==> src/rtl/nand_scan_pipe.sv <==
// nand_scan_pipe: registers two operands (B captured inverted), forms the
// bitwise NAND in stage 1 and carries it through a DEPTH-stage pipeline with
// a per-stage valid bit and valid/ready handshaking on both ends.
// Optional build macro: SCAN_CHAIN_EN strings every data and valid flop into
// one mux-scan chain. Chain order from scan_in: v0, a[0..W-1], b[0..W-1],
// then v[k], data[k][0..W-1] for k = 1..DEPTH-1; scan_out is the MSB of the
// last stage. Without the macro, scan_en/scan_in are ignored and scan_out = 0.
module nand_scan_pipe #(
    parameter int WIDTH = 8,
    parameter int DEPTH = 3
) (
    input  logic             clk,
    input  logic             rst_n,
    input  logic             in_valid,
    output logic             in_ready,
    input  logic [WIDTH-1:0] in1,
    input  logic [WIDTH-1:0] in2,
    output logic             out_valid,
    input  logic             out_ready,
    output logic [WIDTH-1:0] out,
    input  logic             scan_en,
    input  logic             scan_in,
    output logic             scan_out
);

    logic [DEPTH-1:0]              valid_q, valid_d;
    logic [WIDTH-1:0]              opA_q, opA_d;
    logic [WIDTH-1:0]              opB_q, opB_d;
    logic [DEPTH-1:1][WIDTH-1:0]   stageData_q, stageData_d;
    logic [DEPTH-1:0]              advance;
    logic                          shiftEn;

`ifdef SCAN_CHAIN_EN
    localparam int ChainLen = DEPTH + (DEPTH + 1) * WIDTH;

    logic [ChainLen-1:0] chain_q;
    logic [ChainLen-1:0] chain_d;

    assign shiftEn = scan_en;

    // Flatten all state flops into chain order (bit 0 sits next to scan_in)
    always_comb begin
        chain_q                   = '0;
        chain_q[0]                = valid_q[0];
        chain_q[WIDTH:1]          = opA_q;
        chain_q[2*WIDTH:WIDTH+1]  = opB_q;
        for (int k = 1; k < DEPTH; k++) begin
            chain_q[2*WIDTH + 1 + (k-1)*(WIDTH+1)]              = valid_q[k];
            chain_q[2*WIDTH + 2 + (k-1)*(WIDTH+1) +: WIDTH]     = stageData_q[k];
        end
    end

    assign chain_d  = {chain_q[ChainLen-2:0], scan_in};
    assign scan_out = chain_q[ChainLen-1];
`else
    logic unusedScan;

    assign shiftEn    = 1'b0;
    assign unusedScan = scan_en ^ scan_in;
    assign scan_out   = 1'b0;
`endif

    // A stage may load when it is empty or its contents move on this edge
    always_comb begin
        advance          = '0;
        advance[DEPTH-1] = !valid_q[DEPTH-1] | out_ready;
        for (int k = DEPTH - 2; k >= 0; k--) begin
            advance[k] = !valid_q[k] | advance[k+1];
        end
    end

    assign in_ready  = advance[0] & !shiftEn;
    assign out_valid = valid_q[DEPTH-1] & !shiftEn;
    assign out       = stageData_q[DEPTH-1];

    // Next state: functional pipeline advance, replaced by a chain shift in scan mode
    always_comb begin
        valid_d     = valid_q;
        opA_d       = opA_q;
        opB_d       = opB_q;
        stageData_d = stageData_q;

        if (advance[0]) begin
            valid_d[0] = in_valid;
            opA_d      = in1;
            opB_d      = ~in2;
        end
        if (advance[1]) begin
            valid_d[1]     = valid_q[0];
            stageData_d[1] = ~(opA_q & ~opB_q);
        end
        for (int k = 2; k < DEPTH; k++) begin
            if (advance[k]) begin
                valid_d[k]     = valid_q[k-1];
                stageData_d[k] = stageData_q[k-1];
            end
        end

`ifdef SCAN_CHAIN_EN
        if (shiftEn) begin
            valid_d[0] = chain_d[0];
            opA_d      = chain_d[WIDTH:1];
            opB_d      = chain_d[2*WIDTH:WIDTH+1];
            for (int k = 1; k < DEPTH; k++) begin
                valid_d[k]     = chain_d[2*WIDTH + 1 + (k-1)*(WIDTH+1)];
                stageData_d[k] = chain_d[2*WIDTH + 2 + (k-1)*(WIDTH+1) +: WIDTH];
            end
        end
`endif
    end

    // State registers, cleared immediately by the asynchronous reset
    always_ff @(posedge clk or negedge rst_n) begin
        if (!rst_n) begin
            valid_q     <= '0;
            opA_q       <= '0;
            opB_q       <= '0;
            stageData_q <= '0;
        end else begin
            valid_q     <= valid_d;
            opA_q       <= opA_d;
            opB_q       <= opB_d;
            stageData_q <= stageData_d;
        end
    end

endmodule

==> config.mk <==
export PLATFORM = sky130hd
export DESIGN_NAME = nand_scan_pipe
export DESIGN_NICKNAME = d
export VERILOG_FILES = /design/src/rtl/nand_scan_pipe.sv
export SDC_FILE = /design/constraint.sdc
export NUM_CORES = 1
export LEC_CHECK = 0
export BUFFER_PORTS_ARGS = -buffer_cell sky130_fd_sc_hd__buf_2
export CAP_MARGIN = 30
export CELL_PAD_IN_SITES_DETAIL_PLACEMENT = 0
export CELL_PAD_IN_SITES_GLOBAL_PLACEMENT = 1
export CORE_MARGIN = 1
export CORE_UTILIZATION = 46
export CTS_CLUSTER_SIZE = 40
export DETAILED_ROUTE_END_ITERATION = 12
export PLACE_DENSITY = 0.91
export SLEW_MARGIN = 20
export SYNTH_ARGS = -nofsm -noshare
export SYNTH_HDL_FRONTEND = slang
export SYNTH_SLANG_ARGS = --single-unit
export TNS_END_PERCENT = 1
==> constraint.sdc <==
create_clock -name clk -period 2.2 [get_ports clk]
set_clock_uncertainty 0.1 [all_clocks]
set_input_delay 0.33 -clock clk [delete_from_list [all_inputs] [get_ports clk]]
set_output_delay 0.33 -clock clk [all_outputs]
set_load 0.02 [all_outputs]
==> qor.txt, run 1 <==
root buffer selected by CTS -> clkbuf_4
hold_ws -> 0.0643 ns
reg-to-reg startpoint -> valid_q[2]
Slew HR -> 0.490
setup ws final -> 0.187 ns
fraction of layout cells with a size suffix above 1 -> 0.405
Crit path largest cell delay -> 0.56 ns
ys async rst share -> 1.00
Initial DRC Count -> 16
antenna violations before repair -> 0
cts bufs inserted -> 5
leading area contributor after synthesis -> dfrtp_1
EDFF count, synth -> 0
Detailed Place HPWL -> 1650 um
Mean Syn Cell Area -> 14.4 um^2
vias in the first global route -> 867
Setup Fix Bufs, Post-CTS -> 0
via count -> 844
slowest CP cell -> dfrtp_1
# hold bufs at CTS -> 1
total wire length -> 2390 um
Hold Crit Class -> in -> reg
Netlist Area Pre-Place -> 0.00151 mm^2
Peak VDD IR -> 0.000442 V
final setup vio count -> 0
first-pass detailed-route iteration total -> 4
Max Transition Viols Final -> 0
Die Outline Area -> 0.00352 mm^2
worst-path cell chain -> nand4b_4 -> buf_2
Hold Crit Depth -> 2
gr busiest metal -> met2
Data arrival, critical path -> 1.58 ns
All-Layer GR Usage -> 0.161
Main synth FF type -> dfrtp_1
Setup WS pre-CTS -> 0.524 ns
status -> finished clean
met2 Use GR -> 0.236
Site Rows -> 20
Worst EP required -> 1.77 ns
die height -> 59.3 um
Synth Instances -> 105
port bufs -> 29
final hold violation count -> 0
Core ar. -> 0.00308 mm^2
H-tree depth -> 2
CTS tree -> built
Synth Register Bits -> 35
effective utilization at floorplan -> 0.491
M1 GR Usage -> 0.211
number of vias per cell -> 4.96
post-synth cell types -> 14
max-cap check violation count -> 0
Synth top area share -> 0.579
crit path capture type -> primary output
Area growth syn-to-layout -> 8.36%
register area share after synthesis -> 0.579
Worst-Skew Late Latency -> 0.33 ns
fill cell count -> 286
Worst Tran Pin Value -> 0.765 ns
multi-input logic area -> 480 um^2
global-route wire length before repair -> 3950 um
GRT met3 Usage -> 0.0459
post-CTS sizing -> 0
syn nets -> 127
Setup TNS -> 0 ns
clock buffer depth -> 2
Worst R2R Setup Slack -> 0.60 ns
RSZ-0062 raised after global routing -> no
total gr overflow -> 0
DRC -> 0
routability cong. -> 0.761
CTS sink cnt -> 35
Reg area -> 876 um^2
Synth area leaders -> dfrtp_1 (58%), mux2_4 (7.9%), mux2_2 (6.0%), mux2i_1 (5.3%), nor4bb_1 (5.3%)
synth warn -> 0
Hold EP -> opB_q[0]
Boundary Pins -> 33
Worst-path clk slew -> 0.09 ns
Critical Path Fanout Max -> 18
Reg2Reg Depth -> 2
n_diodes -> 0
total leakage power -> 0.798 nW
Max Freq -> 497 MHz
largest net degree at the start of global routing -> 36
type of origin of the critical path -> register
reg2reg end -> out[1]
P per Cell Area -> 807 mW/mm^2
most frequent cells in the layout -> dfrtp_1 (35), buf_2 (29)
Routed WL per cell -> 14.1 um
type of the worst setup path -> reg -> out
Nets -> 149
Final period util -> 0.915
Hold Startpoint -> in2[0]
Tmin final -> 2.01 ns
Routed Antenna Nets -> 0
most common cell after layout, fill and taps aside -> dfrtp_1
Die W -> 59.3 um
per-layer routing:
| layer | share of wire | vias up | routed length [um] |
|---|---|---|---|
| met5 | 0 | - | 0 |
| met4 | 0.021 | 0 | 50 |
| met3 | 0.058 | 6 | 139 |
| met2 | 0.48 | 28 | 1140 |
| met1 | 0.44 | 412 | 1060 |
| li1 | - | 398 | - |
critical path, delay by kind of cell, from the launching register on:
kind,cells,cell delay [ns]
DFF,1,0.56
and+or+nand+nor,1,0.39
buffers and inverters,1,0.29
cells by family (layout without fill, tap and decap cells):
family,count (synthesis),after routing,synth area share
and+or+nand+nor,14,14,0.0902
AOI/OAI and AO/OA,8,8,0.0331
DFF,35,35,0.579
other,1,1,0.00248
muxes,24,24,0.192
buffers and inverters,23,44,0.103
per-stage QoR:
step / power (mW) / utilization / cell area [um^2] / instances
final: 1.32 / 0.532 / 1640 / 170
after global routing: 1.39 / 0.532 / 1640 / 170
after CTS: 1.34 / 0.532 / 1640 / 170
after detailed placement: 1.04 / 0.515 / 1590 / 163
after global placement: 1.02 / 0.515 / 1590 / 163
after floorplan: 0.999 / - / 1510 / 105
flip-flops by register name (all words and copies together) (netlist names):
register and cells:
opA_q 8, opB_q 8, out 8, stageData_q 8
valid_q 3
layout make-up:
cell class | count | area share
multi-input cells | 47 | 0.293
flip-flops and latches | 35 | 0.535
repair buffers | 30 | 0.0947
well taps | 44 | 0.0336
clock buffers | 6 | 0.0252
inverters | 8 | 0.0183
cells in the mapped netlist (4+ instances only):
cell / number
dfrtp_1: 35
buf_4: 10
a31oi_1: 8
inv_1: 8
mux2_2: 8
mux2_4: 8
mux2i_1: 8
nor4bb_1: 8
buf_6: 4
nand2b_1: 4
worst max-delay path by stage:
stage / start / endpoint / slack [ns] / cells after the start
after CTS: valid_q[2] / in_ready / 0.14 / 2
after global routing: valid_q[2] / in_ready / 0.05 / 2
final: valid_q[2] / in_ready / 0.19 / 2
after detailed placement: valid_q[2] / in_ready / 0.52 / 2
after floorplan: valid_q[2] / in_ready / 0.76 / 4
after global placement: out_ready / in_ready / 0.58 / 3
where the power goes:
part | switching, mW | internal (mW) | leakage, nW | total (mW)
combinational | 0.122 | 0.124 | 0.393 | 0.246
sequential | 0.0512 | 0.724 | 0.381 | 0.775
clock | 0.187 | 0.114 | 0.0242 | 0.301
total | 0.361 | 0.961 | 0.798 | 1.32
Note: power is estimated with default switching activity, not from simulation.
==> inputs of run 2 (changes only) <==
--- a/config.mk
+++ b/config.mk
@@ -13,7 +13,7 @@
 export CORE_UTILIZATION = 46
 export CTS_CLUSTER_SIZE = 40
 export DETAILED_ROUTE_END_ITERATION = 12
-export PLACE_DENSITY = 0.91
+export PLACE_DENSITY_LB_ADDON = 0.1
 export SLEW_MARGIN = 20
 export SYNTH_ARGS = -nofsm -noshare
 export SYNTH_HDL_FRONTEND = slang
==> qor.txt, run 2 (synthesized netlist as in run 1, its figures left out) <==
status -> finished clean
Final period util -> 0.913
Worst Tran Pin Value -> 0.746 ns
final hold violation count -> 0
cts bufs inserted -> 5
worst-path cell chain -> nand4b_4 -> buf_2
Max Freq -> 498 MHz
Worst-path clk slew -> 0.10 ns
largest net degree at the start of global routing -> 36
Critical Path Fanout Max -> 18
Logic pwr share -> 0.173
Worst-Skew Late Latency -> 0.33 ns
CTS tree -> built
buffer and inverter count on the worst path -> 1
Nets -> 149
critical path's top delay family -> flip-flops
number of vias per cell -> 4.88
root buffer selected by CTS -> clkbuf_4
first-pass detailed-route iteration total -> 4
Max Transition Viols Final -> 0
Tmin final -> 2.01 ns
Routed Antenna Nets -> 0
design area -> 0.00167 mm^2
critical path launch point -> valid_q[2]
Core ar. -> 0.00308 mm^2
Setup TNS -> 0 ns
RSZ-0062 raised after global routing -> no
Area growth syn-to-layout -> 10.2%
Slew HR -> 0.502
clock network power share -> 0.277
port bufs -> 29
dpl cells -> 163
routability cong. -> 0.712
type of origin of the critical path -> register
effective utilization at floorplan -> 0.491
Initial DRC Count -> 8
H-tree depth -> 2
Hold Crit Class -> in -> reg
fraction of layout cells with a size suffix above 1 -> 0.414
Die Outline Area -> 0.00352 mm^2
total leakage power -> 0.812 nW
DRC -> 0
final setup vio count -> 0
antenna violations before repair -> 0
Detailed Place HPWL -> 1530 um
total gr overflow -> 0
Boundary Pins -> 33
Data arrival, critical path -> 1.58 ns
hold_ws -> 0.0526 ns
total wire length -> 2210 um
most common cell after layout, fill and taps aside -> dfrtp_1
Net Sw Frac -> 0.262
Worst EP required -> 1.77 ns
Hold Startpoint -> in2[2]
area post-placement -> 0.00159 mm^2
n_diodes -> 0
Final Non-Filler Cells -> 172
Die W -> 59.3 um
Switch Pwr -> 367 uW
type of the worst setup path -> reg -> out
Internal -> 1.04 mW
Routed WL per cell -> 12.8 um
max-cap check violation count -> 0
die height -> 59.3 um
reg-to-reg startpoint -> valid_q[2]
slowest CP cell -> dfrtp_1
All-Layer GR Usage -> 0.154
Crit path largest cell delay -> 0.55 ns
most frequent cells in the layout -> dfrtp_1 (35), buf_2 (29)
Tot Pwr -> 1.40 mW
Site Rows -> 20
sequential share of power -> 0.550
P per Cell Area -> 842 mW/mm^2
CTS sink cnt -> 35
post-CTS sizing -> 0
via count -> 839
crit path capture type -> primary output
clock buffer depth -> 2
global-route wire length before repair -> 3790 um
vias in the first global route -> 852
Peak VDD IR -> 0.000375 V
## run 2: cell count changes in the layout (fill, tap and decap cells not counted), sizes merged
cell	before	now
clkbuf	6	8
## run 2: final cells by class
class | instances | area, um^2
multi-input cells | 47 | 480
fillers | 306 | 1410
clock buffers | 8 | 68.8
repair buffers | 30 | 155
well taps | 44 | 55.1
flip-flops and latches | 35 | 876
inverters | 8 | 30.0
## run 2: final timing paths
| kind | to | slack [ns] | cells after the start |
|---|---|---|---|
| min reg2reg | stageData_q[4] | 0.36 | 1 |
| min | opB_q[2] | 0.05 | 2 |
| max reg2reg | opA_q[4] | 0.64 | 2 |
| max in group asynchronous | stageData_q[3] | 1.03 | 2 |
| min in group asynchronous | out[3] | 0.49 | 2 |
| max | in_ready | 0.19 | 2 |
## run 2: metrics by stage
step                setup WS [ns]  utilization
global route               0.0299        0.541
detailed placement          0.530        0.515
global placement            0.541        0.515
floorplan                   0.758            -
finish                      0.192        0.541
CTS                         0.136        0.541
## run 2: power by group through the flow
stage / Clock (mW) / Combinational, mW / Sequential [mW]
2_1_floorplan: 0 / 0.230 / 0.769
3_3_place_gp: 0 / 0.240 / 0.785
3_5_place_dp: 0 / 0.246 / 0.787
4_1_cts: 0.403 / 0.247 / 0.774
5_1_grt: 0.429 / 0.268 / 0.784
6_report: 0.389 / 0.242 / 0.772
## run 2: layer usage
metal,vias up,GRT usage,routed length (um)
met4,0,0.0816,53
met1,409,0.182,1030
met5,-,0,0
met3,6,0.0590,129
li1,400,-,-
met2,24,0.242,991
## run 2: timing repair
action                                 in CTS  in global routing
setup buffers                               0                  0
endpoints found under the hold margin      35                  0
hold buffers                                1                  0
==> inputs of run 3 (changes only) <==
--- a/config.mk
+++ b/config.mk
@@ -5,7 +5,7 @@
 export SDC_FILE = /design/constraint.sdc
 export NUM_CORES = 1
 export LEC_CHECK = 0
-export BUFFER_PORTS_ARGS = -buffer_cell sky130_fd_sc_hd__buf_2
+export BUFFER_PORTS_ARGS = -buffer_cell sky130_fd_sc_hd__clkbuf_2
 export CAP_MARGIN = 30
 export CELL_PAD_IN_SITES_DETAIL_PLACEMENT = 0
 export CELL_PAD_IN_SITES_GLOBAL_PLACEMENT = 1
==> qor.txt, run 3 (synthesized netlist as in run 1, its figures left out) <==
Net Sw Frac -> 0.263
Setup TNS -> 0 ns
antenna violations before repair -> 0
Logic pwr share -> 0.172
Critical Path Fanout Max -> 18
reg-to-reg startpoint -> valid_q[2]
Max Transition Viols Final -> 0
total gr overflow -> 0
Routed WL per cell -> 12.9 um
Initial DRC Count -> 20
P per Cell Area -> 842 mW/mm^2
Routed Antenna Nets -> 0
number of vias per cell -> 4.93
All-Layer GR Usage -> 0.152
effective utilization at floorplan -> 0.491
Core ar. -> 0.00308 mm^2
CTS tree -> built
clock buffer depth -> 2
Tmin final -> 2.02 ns
Final Core Density -> 0.541
n_diodes -> 0
Worst EP required -> 1.77 ns
Internal -> 1.03 mW
CTS sink cnt -> 35
status -> finished clean
Worst Tran Pin Value -> 0.835 ns
Max Freq -> 495 MHz
fraction of layout cells with a size suffix above 1 -> 0.414
via count -> 848
root buffer selected by CTS -> clkbuf_4
Die W -> 59.3 um
routability cong. -> 0.718
Hold Startpoint -> in2[6]
DRC -> 0
most frequent cells in the layout -> dfrtp_1 (35), clkbuf_2 (29)
reg2reg end -> opA_q[2]
fill cell count -> 297
clock network power share -> 0.277
Switch Pwr -> 368 uW
Boundary Pins -> 33
largest net degree at the start of global routing -> 36
Hold Crit Depth -> 2
type of origin of the critical path -> register
total leakage power -> 0.825 nW
RSZ-0062 raised after global routing -> no
first-pass detailed-route iteration total -> 2
sequential share of power -> 0.551
Slew HR -> 0.443
most common cell after layout, fill and taps aside -> dfrtp_1
Worst-Skew Late Latency -> 0.33 ns
Area growth syn-to-layout -> 10.2%
vias in the first global route -> 819
Die Outline Area -> 0.00352 mm^2
Peak VDD IR -> 0.000381 V
Reg2Reg Depth -> 2
total wire length -> 2210 um
Hold EP -> opB_q[6]
cts bufs inserted -> 5
Detailed Place HPWL -> 1510 um
Hold Crit Class -> in -> reg
H-tree depth -> 2
max-cap check violation count -> 0
Final period util -> 0.918
crit path capture type -> primary output
Worst-path clk slew -> 0.10 ns
Site Rows -> 20
Data arrival, critical path -> 1.59 ns
global-route wire length before repair -> 3800 um
post-CTS sizing -> 0
Worst R2R Setup Slack -> 0.61 ns
final setup vio count -> 0
port bufs -> 29
type of the worst setup path -> reg -> out
Setup Fix Bufs, Post-CTS -> 0
final hold violation count -> 0
die height -> 59.3 um
Nets -> 149
## run 3: changes by cell type in the layout (fill, tap and decap cells not counted)
cell,change
clkbuf_2,+29
buf_2,-29
## run 3: how the worst max path moves through the flow
stage,start,endpoint,slack [ns],depth (start not counted)
4_1_cts,valid_q[2],in_ready,0.15,2
2_1_floorplan,valid_q[2],in_ready,0.76,4
3_5_place_dp,out_ready,in_ready,0.53,3
3_3_place_gp,out_ready,in_ready,0.52,3
6_report,valid_q[2],in_ready,0.18,2
5_1_grt,valid_q[2],in_ready,0.05,2
## run 3: per-stage QoR
step	std cells	setup slack (ns)	hold WS, ns	instance area, um^2	power (mW)
floorplan	105	0.758	-0.0656	1510	0.999
global placement	163	0.524	0.354	1590	1.03
detailed placement	163	0.527	0.360	1590	1.03
CTS	172	0.153	0.0406	1670	1.43
global route	172	0.0463	0.0435	1670	1.49
finish	172	0.180	0.0543	1670	1.40
## run 3: power by group through the flow
stage	clock network [mW]	registers, mW	logic [mW]
global placement	0	0.786	0.240
finish	0.388	0.773	0.242
detailed placement	0	0.789	0.244
CTS	0.404	0.776	0.246
global route	0.435	0.785	0.268
floorplan	0	0.769	0.230
## run 3: final cells by class
type | instances | area, um^2 | share of cell area
Inverter | 8 | 30.0 | 0.0180
Clock buffer | 8 | 68.8 | 0.0413
Multi-Input combinational cell | 47 | 480 | 0.289
Sequential cell | 35 | 876 | 0.526
Timing Repair Buffer | 30 | 155 | 0.0932
Tap cell | 44 | 55.1 | 0.0331
## run 3: critical path, cell delays in order, from the launching register on
cell and delay [ns]:
dfrtp_1 0.56, nand4b_4 0.41, clkbuf_2 0.28
## run 3: what timing repair did
item / CTS / global route
setup endpoints to repair: 0 / 0
hold buffers: 1 / 0
endpoints found under the hold margin: 9 / 0
## run 3: layer usage
metal,global-route usage,part of all wire
met5,0,0
met4,0.0714,0.019
met3,0.0590,0.047
met2,0.225,0.45
met1,0.197,0.48
